==> src/rtl/rst_seq_sync.sv <==
// Purpose : reset synchroniser plus ordered release sequencer for the CLK domain.
// Latency : Sync_RST[k] releases NUM_STAGES+1+HOLD+k*GAP edges after RST rises.
// Backpr. : none; SW_RST_REQ is a level that holds every output in reset while high.
//
// Ports
//   CLK         clock
//   RST         async active-low reset; assertion clears everything immediately
//   SW_RST_REQ  synchronous active-high software reset request (level)
//   Sync_RST    NUM_OUT active-low block resets, 1 = block released
//   RST_Done    high once every Sync_RST bit is released
module rst_seq_sync #(
  parameter int NUM_STAGES = 2,
  parameter int NUM_OUT    = 4,
  parameter int HOLD       = 8,
  parameter int GAP        = 4
) (
  input  logic               CLK,
  input  logic               RST,
  input  logic               SW_RST_REQ,
  output logic [NUM_OUT-1:0] Sync_RST,
  output logic               RST_Done
);

  localparam int CNT_MAX = (HOLD > GAP) ? HOLD : GAP;
  localparam int CW      = $clog2(CNT_MAX + 1);
  localparam int IW      = $clog2(NUM_OUT + 1);

  localparam logic [CW-1:0] HOLD_LAST = CW'(HOLD - 1);
  localparam logic [CW-1:0] GAP_LAST  = CW'(GAP - 1);
  localparam logic [IW-1:0] IDX_LAST  = IW'(NUM_OUT - 1);

  localparam logic [1:0] ST_RESET   = 2'd0;
  localparam logic [1:0] ST_HOLD    = 2'd1;
  localparam logic [1:0] ST_RELEASE = 2'd2;
  localparam logic [1:0] ST_RUN     = 2'd3;

  // ---------------------------------------------------------------------------
  // Synchroniser: asserted asynchronously, released after NUM_STAGES edges.
  // The chain is only cleared by RST; a software request leaves it high so the
  // rerun sequence starts from ST_HOLD without an extra synchroniser delay.
  // ---------------------------------------------------------------------------
  logic [NUM_STAGES-1:0] sync_q;
  logic                  sync_n;

  always_ff @(posedge CLK or negedge RST) begin
    if (!RST) begin
      sync_q <= '0;
    end else begin
      sync_q <= {sync_q[NUM_STAGES-2:0], 1'b1};
    end
  end

  assign sync_n = sync_q[NUM_STAGES-1];

  // ---------------------------------------------------------------------------
  // Release sequencer
  // ---------------------------------------------------------------------------
  logic [1:0]    state;
  logic [CW-1:0] cnt;
  logic [IW-1:0] idx;

  always_ff @(posedge CLK or negedge RST) begin
    if (!RST) begin
      state    <= ST_RESET;
      cnt      <= '0;
      idx      <= '0;
      Sync_RST <= '0;
      RST_Done <= 1'b0;
    end else if (SW_RST_REQ) begin
      // Request wins over any sequencing in progress; holding it keeps us here.
      state    <= ST_RESET;
      cnt      <= '0;
      idx      <= '0;
      Sync_RST <= '0;
      RST_Done <= 1'b0;
    end else begin
      case (state)
        ST_RESET: begin
          if (sync_n) begin
            state <= ST_HOLD;
            cnt   <= '0;
          end
        end

        ST_HOLD: begin
          if (cnt == HOLD_LAST) begin
            Sync_RST[0] <= 1'b1;
            cnt         <= '0;
            idx         <= IW'(1);
            if (NUM_OUT == 1) begin
              RST_Done <= 1'b1;
              state    <= ST_RUN;
            end else begin
              state <= ST_RELEASE;
            end
          end else begin
            cnt <= cnt + CW'(1);
          end
        end

        ST_RELEASE: begin
          if (cnt == GAP_LAST) begin
            // Set only the bit at idx; lower bits are already 1 and stay 1.
            for (int k = 0; k < NUM_OUT; k++) begin
              if (idx == IW'(k)) begin
                Sync_RST[k] <= 1'b1;
              end
            end
            cnt <= '0;
            idx <= idx + IW'(1);
            if (idx == IDX_LAST) begin
              RST_Done <= 1'b1;
              state    <= ST_RUN;
            end
          end else begin
            cnt <= cnt + CW'(1);
          end
        end

        ST_RUN: begin
          // All outputs released; nothing to do until a reset source fires.
        end

        default: begin
          state    <= ST_RESET;
          cnt      <= '0;
          idx      <= '0;
          Sync_RST <= '0;
          RST_Done <= 1'b0;
        end
      endcase
    end
  end

endmodule
==> config.mk <==
export PLATFORM = sky130hd
export DESIGN_NAME = rst_seq_sync
export DESIGN_NICKNAME = d
export VERILOG_FILES = /design/src/rtl/rst_seq_sync.sv
export SDC_FILE = /design/constraint.sdc
export NUM_CORES = 1
export LEC_CHECK = 0
export ABC_AREA = 1
export CORE_UTILIZATION = 53
export CTS_BUF_LIST = sky130_fd_sc_hd__clkbuf_8
export DETAILED_ROUTE_END_ITERATION = 7
export PLACE_DENSITY = 0.81
export SLEW_MARGIN = 20
export SYNTH_ARGS = -nofsm -noshare
export SYNTH_HDL_FRONTEND = slang
export SYNTH_SLANG_ARGS = --single-unit
==> constraint.sdc <==
create_clock -name CLK -period 1.2 [get_ports CLK]
set_input_delay 0.24 -clock CLK [delete_from_list [all_inputs] [get_ports CLK]]
set_output_delay 0.24 -clock CLK [all_outputs]
set_load 0.01 [all_outputs]
# --- Word-level counts from Yosys, hierarchy flattened ---
# Index checks and enable logic that the tools add are counted.
totals:
  output_inout_bits: 5
  regBits: 16
  elab_cells: 66
  inputBits: 3
classes:
  add_sub_neg: 2
  mux: 27
  n_eq_ne: 12
  n_reduce_logical: 16
ops:
  columns: ["cell", "count"]
  rows:
  - ["$mux 4", 6]
  - ["$ne 3x3->1 const B", 5]
  - ["$mux 3", 4]
  - ["$pmux 4 s3", 1]
  - ["$reduce_and 3->1", 4]
  - ["$mux 2", 5]
  - ["$reduce_bool 2->1", 5]
  - ["$mux 1", 8]
  - ["$eq 3x2->1 const B", 2]
  - ["$pmux 2 s3", 1]
  - ["$pmux 3 s2", 1]
  - ["$reduce_and 5->1", 1]
  - ["$add 4x1->4 const B", 1]
  - ["$eq 4x2->1 const B", 1]
  - ["$eq 4x3->1 const B", 1]
  - ["$reduce_and 4->1", 1]
  - ["$reduce_bool 4->1", 1]
  - ["$add 3x1->3 const B", 1]
  - ["$eq 3x1->1 const B", 1]
  - ["$logic_not 3->1", 1]
  - ["$reduce_bool 3->1", 1]
  - ["$eq 2x1->1 const B", 1]
  - ["$eq 2x2->1 const B", 1]
  - ["$logic_not 2->1", 1]
  - ["other kinds (2)", 2]

# --- Logic depth before layout (Yosys ltp) ---
depth:
  word_depth: 5
  mapped_depth: 9
  mapped_depth_nobuf: 9

# --- Worst setup path after synthesis ---
# No wires, ideal clock.
synth_timing:
  path_type: "register to register"
  from: "register state[0]"
  to: "register state[0]"
  synth_period_minus_slack_ns: 1.295
  path_slack_ns: -0.095
  path_buffers: 0
  t_required_ns: 1.077
  t_arrival_ns: 1.172
  setup_time_ns: 0.123
  path_stages_with_launch: 8
  cell_sequence: "dfrtp_1 > inv_1 > ha_1 > nand2_1 > nand3_4 > nand2_1 > o21ai_0 > nand2_1"
synth_via:
  elab_chain_cells: 3
  elab_cells_between_ends: 11
  classes_between: "6 x eq/ne; 2 x mux; 3 x reduce/logical"
synth_lines:
  columns: ["element", "line_no", "rtl"]
  rows:
  - ["from (decl)", "58", "logic [1:0] state;"]
  - ["from (signal assigned)", "64", "state <= ST_RESET;"]
  - ["from (signal assigned)", "71", "state <= ST_RESET;"]
  - ["from (signal assigned)", "80", "state <= ST_HOLD;"]
  - ["$eq 2x2->1 (tied with other cells)", "77", "case (state)"]
  - ["$ne 3x3->1 (no source line) (tied with other cells)", null, null]
  - ["$reduce_and 5->1 (no source line) / $mux 2 (equally long branches)", null, null]
# Parallel ways exist; a longest one is shown, timed or not.
# A chain may end at the register's enable or synchronous reset.

# --- Worst setup path after layout ---
layout_timing:
  from: "register state[0]"
  to: "register cnt[3]"
layout_via:
  elab_chain_cells: 3
  elab_cells_between_ends: 8
  classes_between: "3 x eq/ne; 2 x mux; 3 x reduce/logical"
layout_lines:
  columns: ["element", "line_no", "rtl"]
  rows:
  - ["$eq 2x2->1 (tied with other cells)", "77", null]
  - ["$pmux 4 s3 (tied with other cells)", "77", null]
  - ["$mux 4 / $reduce_and 2->1 (equally long branches)", null, null]
  - ["to (signal assigned)", "97", "cnt <= cnt + CW'(1);"]
  - ["to (signal assigned)", "116", "cnt <= cnt + CW'(1);"]
  - ["to (decl)", "59", "logic [CW-1:0] cnt;"]
# Parallel ways exist; a longest one is shown, timed or not.

==> qor.yml <==
layout_setup_ws_ns: -0.239
swShare: 0.457
worst_skew_pair.late_latency_ns: 0.25
worstReg2RegStart: "state[0]$_DFFE_PN0P_"
rows: 14
max_freq_mhz: 695
final_util: 0.909
dp_slack_ns: -0.271
avgSynthCellArea_sq_um: 7.89
path_clk_slew_ns: 0.07
drt-wirelength-per-cell_um: 17.6
cts.path.max_buffers: 2
setup-tns-final_ns: -1.77
cts_root_buffer: "clkbuf_8"
hp-class: "in -> async"
dieArea_sq_mm: 0.00196
violations: "negative setup slack"
p_sw_mw: 1.43
path_cells: "inv_4 -> ha_4 -> nand2_2 -> nor2_4 -> nand2_1 -> inv_2 -> nand2_1 -> a21oi_2"
powerDensity_mw_per_mm2: 2160
finalCriticalPeriod_ns: 1.44
met3_usage: 0.0531
synthFlopType: "dfrtp_1"
synth_top_cells_by_count: "nand2_1 (28), inv_1 (16), dfrtp_1 (15), nor2_1 (15), ha_1 (9)"
fin_crit_sh: 1.20
startpoint: "state[0]$_DFFE_PN0P_"
synthDistinctLibCells: 21
final.setup_skew_ns: 0.00207
routed-via-count: 970
start_util: 0.594
clock-sinks: 15
critPathSlowestCell: "dfrtp_2"
firstDrtPassIters: 4
finalSetupViolCount: 13
netlist_area_sq_um: 947
sequentialPowerShare: 0.228
syn_to_final_growth_pct: 53.0
p_total_mw: 3.13
yosysWarnings: 0
slowest_delay_ns: 0.43
synth_edf_count: 0
fp.dieW_um: 44.3
htreeDepth: 1
cp.required_ns: 1.38
ant_nets: 0
regToRegSetupSlack_ns: -0.24
status: "finished, violations left"
cp_num_buf_inv: 2
netlist_top_cells_area: "dfrtp_1 (40%), ha_1 (12%), nand2_1 (11%)"
io_buffers: 7
final_area_sq_mm: 0.00145
io_pins: 8
cts-hold-fix-buffers: 0
cts_inserted_buffers: 3
synth.net_count: 132
grt_pass1_wl_um: 4000
rr_worst_depth: 8
grt_remaining_overflow: 0
antennaDiodeCount: 0
seq_area_frac_synth: 0.396
gp_congestion: 0.775
grt_pass1_vias: 896
critPathKind: "reg -> reg"
grt_usage: 0.292
busiest_layer: "met2"
drive_gt1_frac: 0.517
finalHoldViolCount: 0
vdd_ir_drop_max_uv: 1290
synthArstFlopShare: 1.00
vias_per_cell: 5.54
drtIter0Drc: 45
grt_use_met1: 0.341
placed_cell_area_sq_mm: 0.00119
hpwlAfterDp_um: 1550
synth_most_common_cell: "nand2_1"
power_frac_comb: 0.637
critPathTopFamily: "flip-flops"
rsz0062_at_grt: "true"
drc_errors: 0
yosysTopAreaCellShare: 0.396
endpoint_kind: "flop"
drv_slew: 0
yosysTopAreaCell: "dfrtp_1"
yosys_register_bits: 15
die_h_um: 44.3
arrival_ns: 1.62
grt_max_degree: 16
worstReg2RegEnd: "cnt[3]$_DFFE_PN0P_"
fin_nets: 164
syn_inst: 120
antenna_found_initial: 0
p_leak_nw: 0.708
grt_use_met2: 0.529
critPathMaxFanout: 3
cts_tree: "built"
pwr-share-clk: 0.135
maxCapViolCount: 0
core_area_sq_mm: 0.00159
cpMostUsedCell: "nand2_1"
internal_power_mw: 1.70
start_kind: "flop"
postRouteWirelength_um: 3080
sequential cells by signal, summed over array words and instances, names as in the netlist:
register and cells:
state 2, sync_q 2, Sync_RST 4, cnt 4, idx 3
worst max path at each step:
| stage | to | slack (ns) | cells past startpoint |
|---|---|---|---|
| global placement | idx[0]$_DFFE_PN0P_ | -0.22 | 7 |
| detailed placement | cnt[3]$_DFFE_PN0P_ | -0.27 | 9 |
| finish | cnt[3]$_DFFE_PN0P_ | -0.24 | 8 |
| floorplan | state[0]$_DFFE_PN0P_ | -0.03 | 9 |
| global route | cnt[3]$_DFFE_PN0P_ | -0.30 | 8 |
| CTS | cnt[3]$_DFFE_PN0P_ | -0.16 | 8 |
cell families (layout without fill, tap and decap cells):
kind of cell	after synthesis	count (layout)	share of synthesized area
simple gates	60	60	0.299
buf+inv	20	51	0.0991
flops	15	15	0.396
compound gates	14	14	0.0740
fa+ha+maj	9	9	0.119
other cells	1	1	0.00396
xor+xnor	1	1	0.00925
per-layer routing:
metal  up-vias  routed length [um]
li1        433                   -
met1       459                1270
met2        59                1470
met3        19                 194
met4         0                 146
met5         -                   0
cells in the final DEF (no fill, tap or decap), drive strengths merged, types with 3 or more instances in the layout:
master / Yosys / routed
nand3: 6 / 6
o21ai: 8 / 8
ha: 9 / 9
nor2: 19 / 19
a21oi: 6 / 6
nand2: 33 / 33
buf: 2 / 22
dfrtp: 15 / 15
clkbuf: 0 / 3
inv: 18 / 19
dlygate4sd2: 0 / 5
worst reg2reg max path, stage by stage, from the launching register on:
cell and delay, ns:
dfrtp_2 0.43, inv_4 0.06, ha_4 0.28, nand2_2 0.08
nor2_4 0.13, nand2_1 0.09, inv_2 0.07, nand2_1 0.07
a21oi_2 0.15
layout make-up:
cell class	count	area, sq um
Multi-Input combinational cell	85	668
Clock inverter	1	3.75
Sequential cell	15	377
Clock buffer	3	41.3
Tap cell	24	30.0
Fill cell	67	145
Timing Repair Buffer	29	244
Inverter	18	85.1
stage by stage:
stage / instances / hold WS, ns
2_1_floorplan: 120 / -0.0556
5_1_grt: 175 / 0.319
4_1_cts: 172 / 0.313
3_5_place_dp: 166 / 0.355
3_3_place_gp: 166 / 0.333
6_report: 175 / 0.306
power by group through the flow:
stage | registers [mW] | logic [mW] | clock network, mW
3_3_place_gp | 0.695 | 1.27 | 0
5_1_grt | 0.721 | 2.12 | 0.446
3_5_place_dp | 0.700 | 1.31 | 0
2_1_floorplan | 0.705 | 0.876 | 0
6_report | 0.714 | 2.00 | 0.425
4_1_cts | 0.693 | 1.56 | 0.398
repair_timing:
item                                    CTS  global route
resized for setup                        25            35
cloned                                    0             0
buffers inserted                          2             3
endpoints found under the setup margin   17            13
pin swaps                                11            20
(Power assumes the default switching activity.)
==> RTL edit 1 (config.mk and constraints unchanged) <==
Change the parameter `NUM_STAGES` from 2 to 4.
--- a/src/rtl/rst_seq_sync.sv
+++ b/src/rtl/rst_seq_sync.sv
@@ -10,5 +10,5 @@
 //   RST_Done    high once every Sync_RST bit is released
 module rst_seq_sync #(
-  parameter int NUM_STAGES = 2,
+  parameter int NUM_STAGES = 4,
   parameter int NUM_OUT    = 4,
   parameter int HOLD       = 8,
Formal check against the unedited RTL: same outputs for any inputs over 10 cycles, from zero or initial values and one cycle with RST low; that may be too few to reach the edited logic, so the function may still have changed.
==> RTL edit 1 against the original RTL <==
Clock skew is 0.0023 ns higher; wire length down 28%; worst setup slack improved by 0.096 ns; combinational power is 15% lower; utilization down 11 points; the flow still finishes with violations (setup timing); cell area decreased by 2.4%; worst hold slack barely moved; sequential cell count is 2 higher; synthesized area increased by 6.9%; sequential power grew 1%; largest power group unchanged; total power fell by 9.2%; die area grew 6.5%; fmax up 7.1%.
==> RTL edit 1: results (changes against the original RTL) <==
worstRegToRegCells: 9  # +1
crit_path_max_fanout: 6  # +3
fin_nets: 166  # +1.2%
fill_cells: 119  # +78%
ys_seq_area_share_pct: 42.03  # +2.4 points
violations: "setup timing"
reg2reg_to: "idx[0]"
drt-initial-drc-count: 38  # -16%
via_per_inst: 4.972  # -10%
gp_congestion: 0.8433  # +8.8%
setup-violations-final: 12  # -1
synth_compound_area_share_pct: 6.180  # -1.2 points
grt_usage_pct: 25.27  # -3.9 points
skew_ns: 0.004361  # +0.002286 ns
routed_wirelength_mm: 2.211  # -28%
crit_arrival_ns: 1.52  # -0.10 ns
fin_setup_tns_ns: -1.255  # +0.5156 ns
design_area_um2: 1414  # -2.4%
synthAdderAreaFrac_pct: 11.12  # -0.76 points
status: "finished, violations left"
final_layout_size_suffix_gt1_share_pct: 39.22  # -12 points
synth_xor_area_share_pct: 0.8653  # -0.059 points
ys_types: 22  # +4.8%
synth_area_leaders: "dfrtp_1 (42%), nand2_1 (12%), ha_1 (11%)"
synth_commonest_cells: "nand2_1 (32), dfrtp_1 (17), inv_1 (13)"
hpwlAfterDp_mm: 1.555  # +0.25%
layout_setup_ws_ns: -0.1432  # +0.09576 ns
syn-num-nets: 131  # -0.76%
post_dp_cell_area_um2: 1289  # +8.0%
ir_drop_uv: 1536  # +19%
## RTL edit 1: worst min-delay path by stage
stage                         start          end  cells past startpoint
after global placement    sync_q[2]    sync_q[3]                      0
after detailed placement  sync_q[0]    sync_q[1]                      0
final                           RST  Sync_RST[1]                      2
after floorplan                 RST  Sync_RST[0]                      0
after CTS                       RST  Sync_RST[1]                      2
after global routing            RST  Sync_RST[1]                      2
## RTL edit 1: timing repair
action | CTS | global route
buffers inserted | 5 | 1
pin swaps | 13 | 14
resized for setup | 9 | 12
hold endpoints to repair | 0 | 0
endpoints found under the setup margin | 17 | 14
## RTL edit 1: where the power goes
part	leakage (uW)	switching (uW)	internal, uW
clock network	0.0000255	203	231
logic	0.000444	890	799
registers	0.000222	57.6	667
total	0.000692	1150	1700
## RTL edit 1: layout make-up
type,instances,share of cell area [%]
timing repair buffer,33,19.56
clock inverter,1,0.3540
multi-input combinational,84,40.71
sequential,17,30.09
tap,25,2.212
inverter,15,4.159
clock buffer,3,2.920
## RTL edit 1: cells by family after synthesis
group	Yosys count
other cells	1
fa+ha+maj	9
compound gates	12
simple gates	61
flops	17
buf+inv	18
xor+xnor	1
## RTL edit 1: per-layer routing
layer	up-vias	GRT usage [%]	routed length, um
li1	439	-	-
met1	411	29.25	940
met2	29	41.43	1142
met3	6	7.143	100
met4	0	14.71	27
met5	-	0	0
## RTL edit 1: worst max-delay path, stage by stage, from the launching register on
cell     delay, ns
dfrtp_1       0.40
buf_6         0.13
ha_4          0.16
inv_2         0.05
nor2_2        0.04
nand2_2       0.09
nand2_4       0.08
nor2_4        0.16
nand2_1       0.07
o21ai_1       0.09
## RTL edit 1: metrics by stage
step                      total power [uW]  std cells
after floorplan                       1706        119
after global placement                2107        168
after detailed placement              2164        168
after CTS                             2713        177
after global routing                  3038        178
final                                 2847        178
==> RTL edit 2 (same flow settings) <==
Without the edit above. Reset style: synchronous (`RST`), changed in 2 clocked blocks. Comments in the files are not updated.
--- a/src/rtl/rst_seq_sync.sv
+++ b/src/rtl/rst_seq_sync.sv
@@ -43,5 +43,5 @@
   logic                  sync_n;
 
-  always_ff @(posedge CLK or negedge RST) begin
+  always_ff @(posedge CLK) begin
     if (!RST) begin
       sync_q <= '0;
@@ -60,5 +60,5 @@
   logic [IW-1:0] idx;
 
-  always_ff @(posedge CLK or negedge RST) begin
+  always_ff @(posedge CLK) begin
     if (!RST) begin
       state    <= ST_RESET;
Function: no difference found for any inputs over 10 cycles, from zero or initial values and one cycle with RST low; that may be too few to reach the edited logic, so the function may still have changed.
==> RTL edit 2 against the original RTL <==
The flow still finishes with violations (setup timing); highest routed layer unchanged; utilization fell by 1.3 points; sequential cell count unchanged; synthesized area down 9.0%; worst hold slack better by 0.13 ns; worst setup slack gained 0.18 ns; cell area shrank 6.8%; critical path type unchanged; wire length decreased by 13%.
Power is not compared: it rests on default switching activity, and its combinational part moved more than twofold at a synthesized area within 25%.
==> RTL edit 2: results (changes against the original RTL) <==
grt_usage_pct: 27.37  # -1.8 points
hold_path_class: "flip-flop to flip-flop"
gp_congestion: 0.7942  # +2.5%
crit_path_top_delay_cell: "dfxtp_4"
dp_slack_ns: -0.1539  # +0.1170 ns
fin_setup_tns_ns: -0.3130  # +1.458 ns
startpoint: "state[0]"
cts_resized: 27  # +8.0%
syn-num-nets: 127  # -3.8%
post_cts_buffers: 3  # +1
grt_max_degree: 10  # -6
wl_per_cell_um: 17.18  # -2.5%
grtUsageMet2_pct: 42.46  # -10 points
routed_wirelength_mm: 2.697  # -13%
critPathMaxStageDelay_ns: 0.39  # -0.04 ns
crit_arrival_ns: 1.40  # -0.22 ns
skew_ns: 0.004515  # +0.002441 ns
grtUsageMet1_pct: 34.50  # +0.38 points
power_density_nw_per_um2: 962.5
final_layout_size_suffix_gt1_share_pct: 49.65  # -2.0 points
layout_setup_ws_ns: -0.06279  # +0.1762 ns
crit_path_max_fanout: 6  # +3
grt_pass1_vias: 841  # -6.1%
post_dp_cell_area_um2: 1061  # -11%
setup-violations-final: 7  # -6
dr_wl_met3_um: 143  # -26%
synth_area_leaders: "dfxtp_1 (35%), ha_1 (16%), inv_1 (8.7%)"
grt_pass1_wl_mm: 3.677  # -8.0%
wl_met1_mm: 1.124  # -12%
numPlacedInstances: 147  # -11%
wl_met2_mm: 1.339  # -9.0%
violations: "setup timing"
fin_nets: 156  # -4.9%
status: "finished, violations left"
yosys.area.top_type: "dfxtp_1"
avgSynthCellArea_um2: 7.629  # -3.3%
num_vias: 918  # -5.4%
use_met3_pct: 6.466  # +1.2 points
ys_seq_area_share_pct: 34.83  # -4.8 points
-- RTL edit 2: path summary, 6_finish.rpt --
path                                  end  slack [ns]  cells after the start
worst max register to register     cnt[2]       -0.06                      7
worst min-delay path            sync_q[1]        0.44                      2
worst min register to register  sync_q[1]        0.44                      2
worst max-delay path               cnt[2]       -0.06                      7
-- RTL edit 2: final cells by class --
| type | count | area [um^2] |
|---|---|---|
| clock buffer | 3 | 41.29 |
| clock inverter | 1 | 5.005 |
| fill | 59 | 156.4 |
| inverter | 22 | 90.09 |
| multi-input combinational | 75 | 666.9 |
| sequential | 15 | 311.5 |
| tap | 16 | 20.02 |
| timing repair buffer | 25 | 215.2 |
-- RTL edit 2: cell families after synthesis --
logic type,count (synthesis),share of synthesized area (%)
AND/OR/NAND/NOR,49,29.46
buffers and inverters,23,10.45
AO/OA/AOI/OAI,15,9.289
flip-flops,15,34.83
adder cells (fa/ha/maj),11,15.96
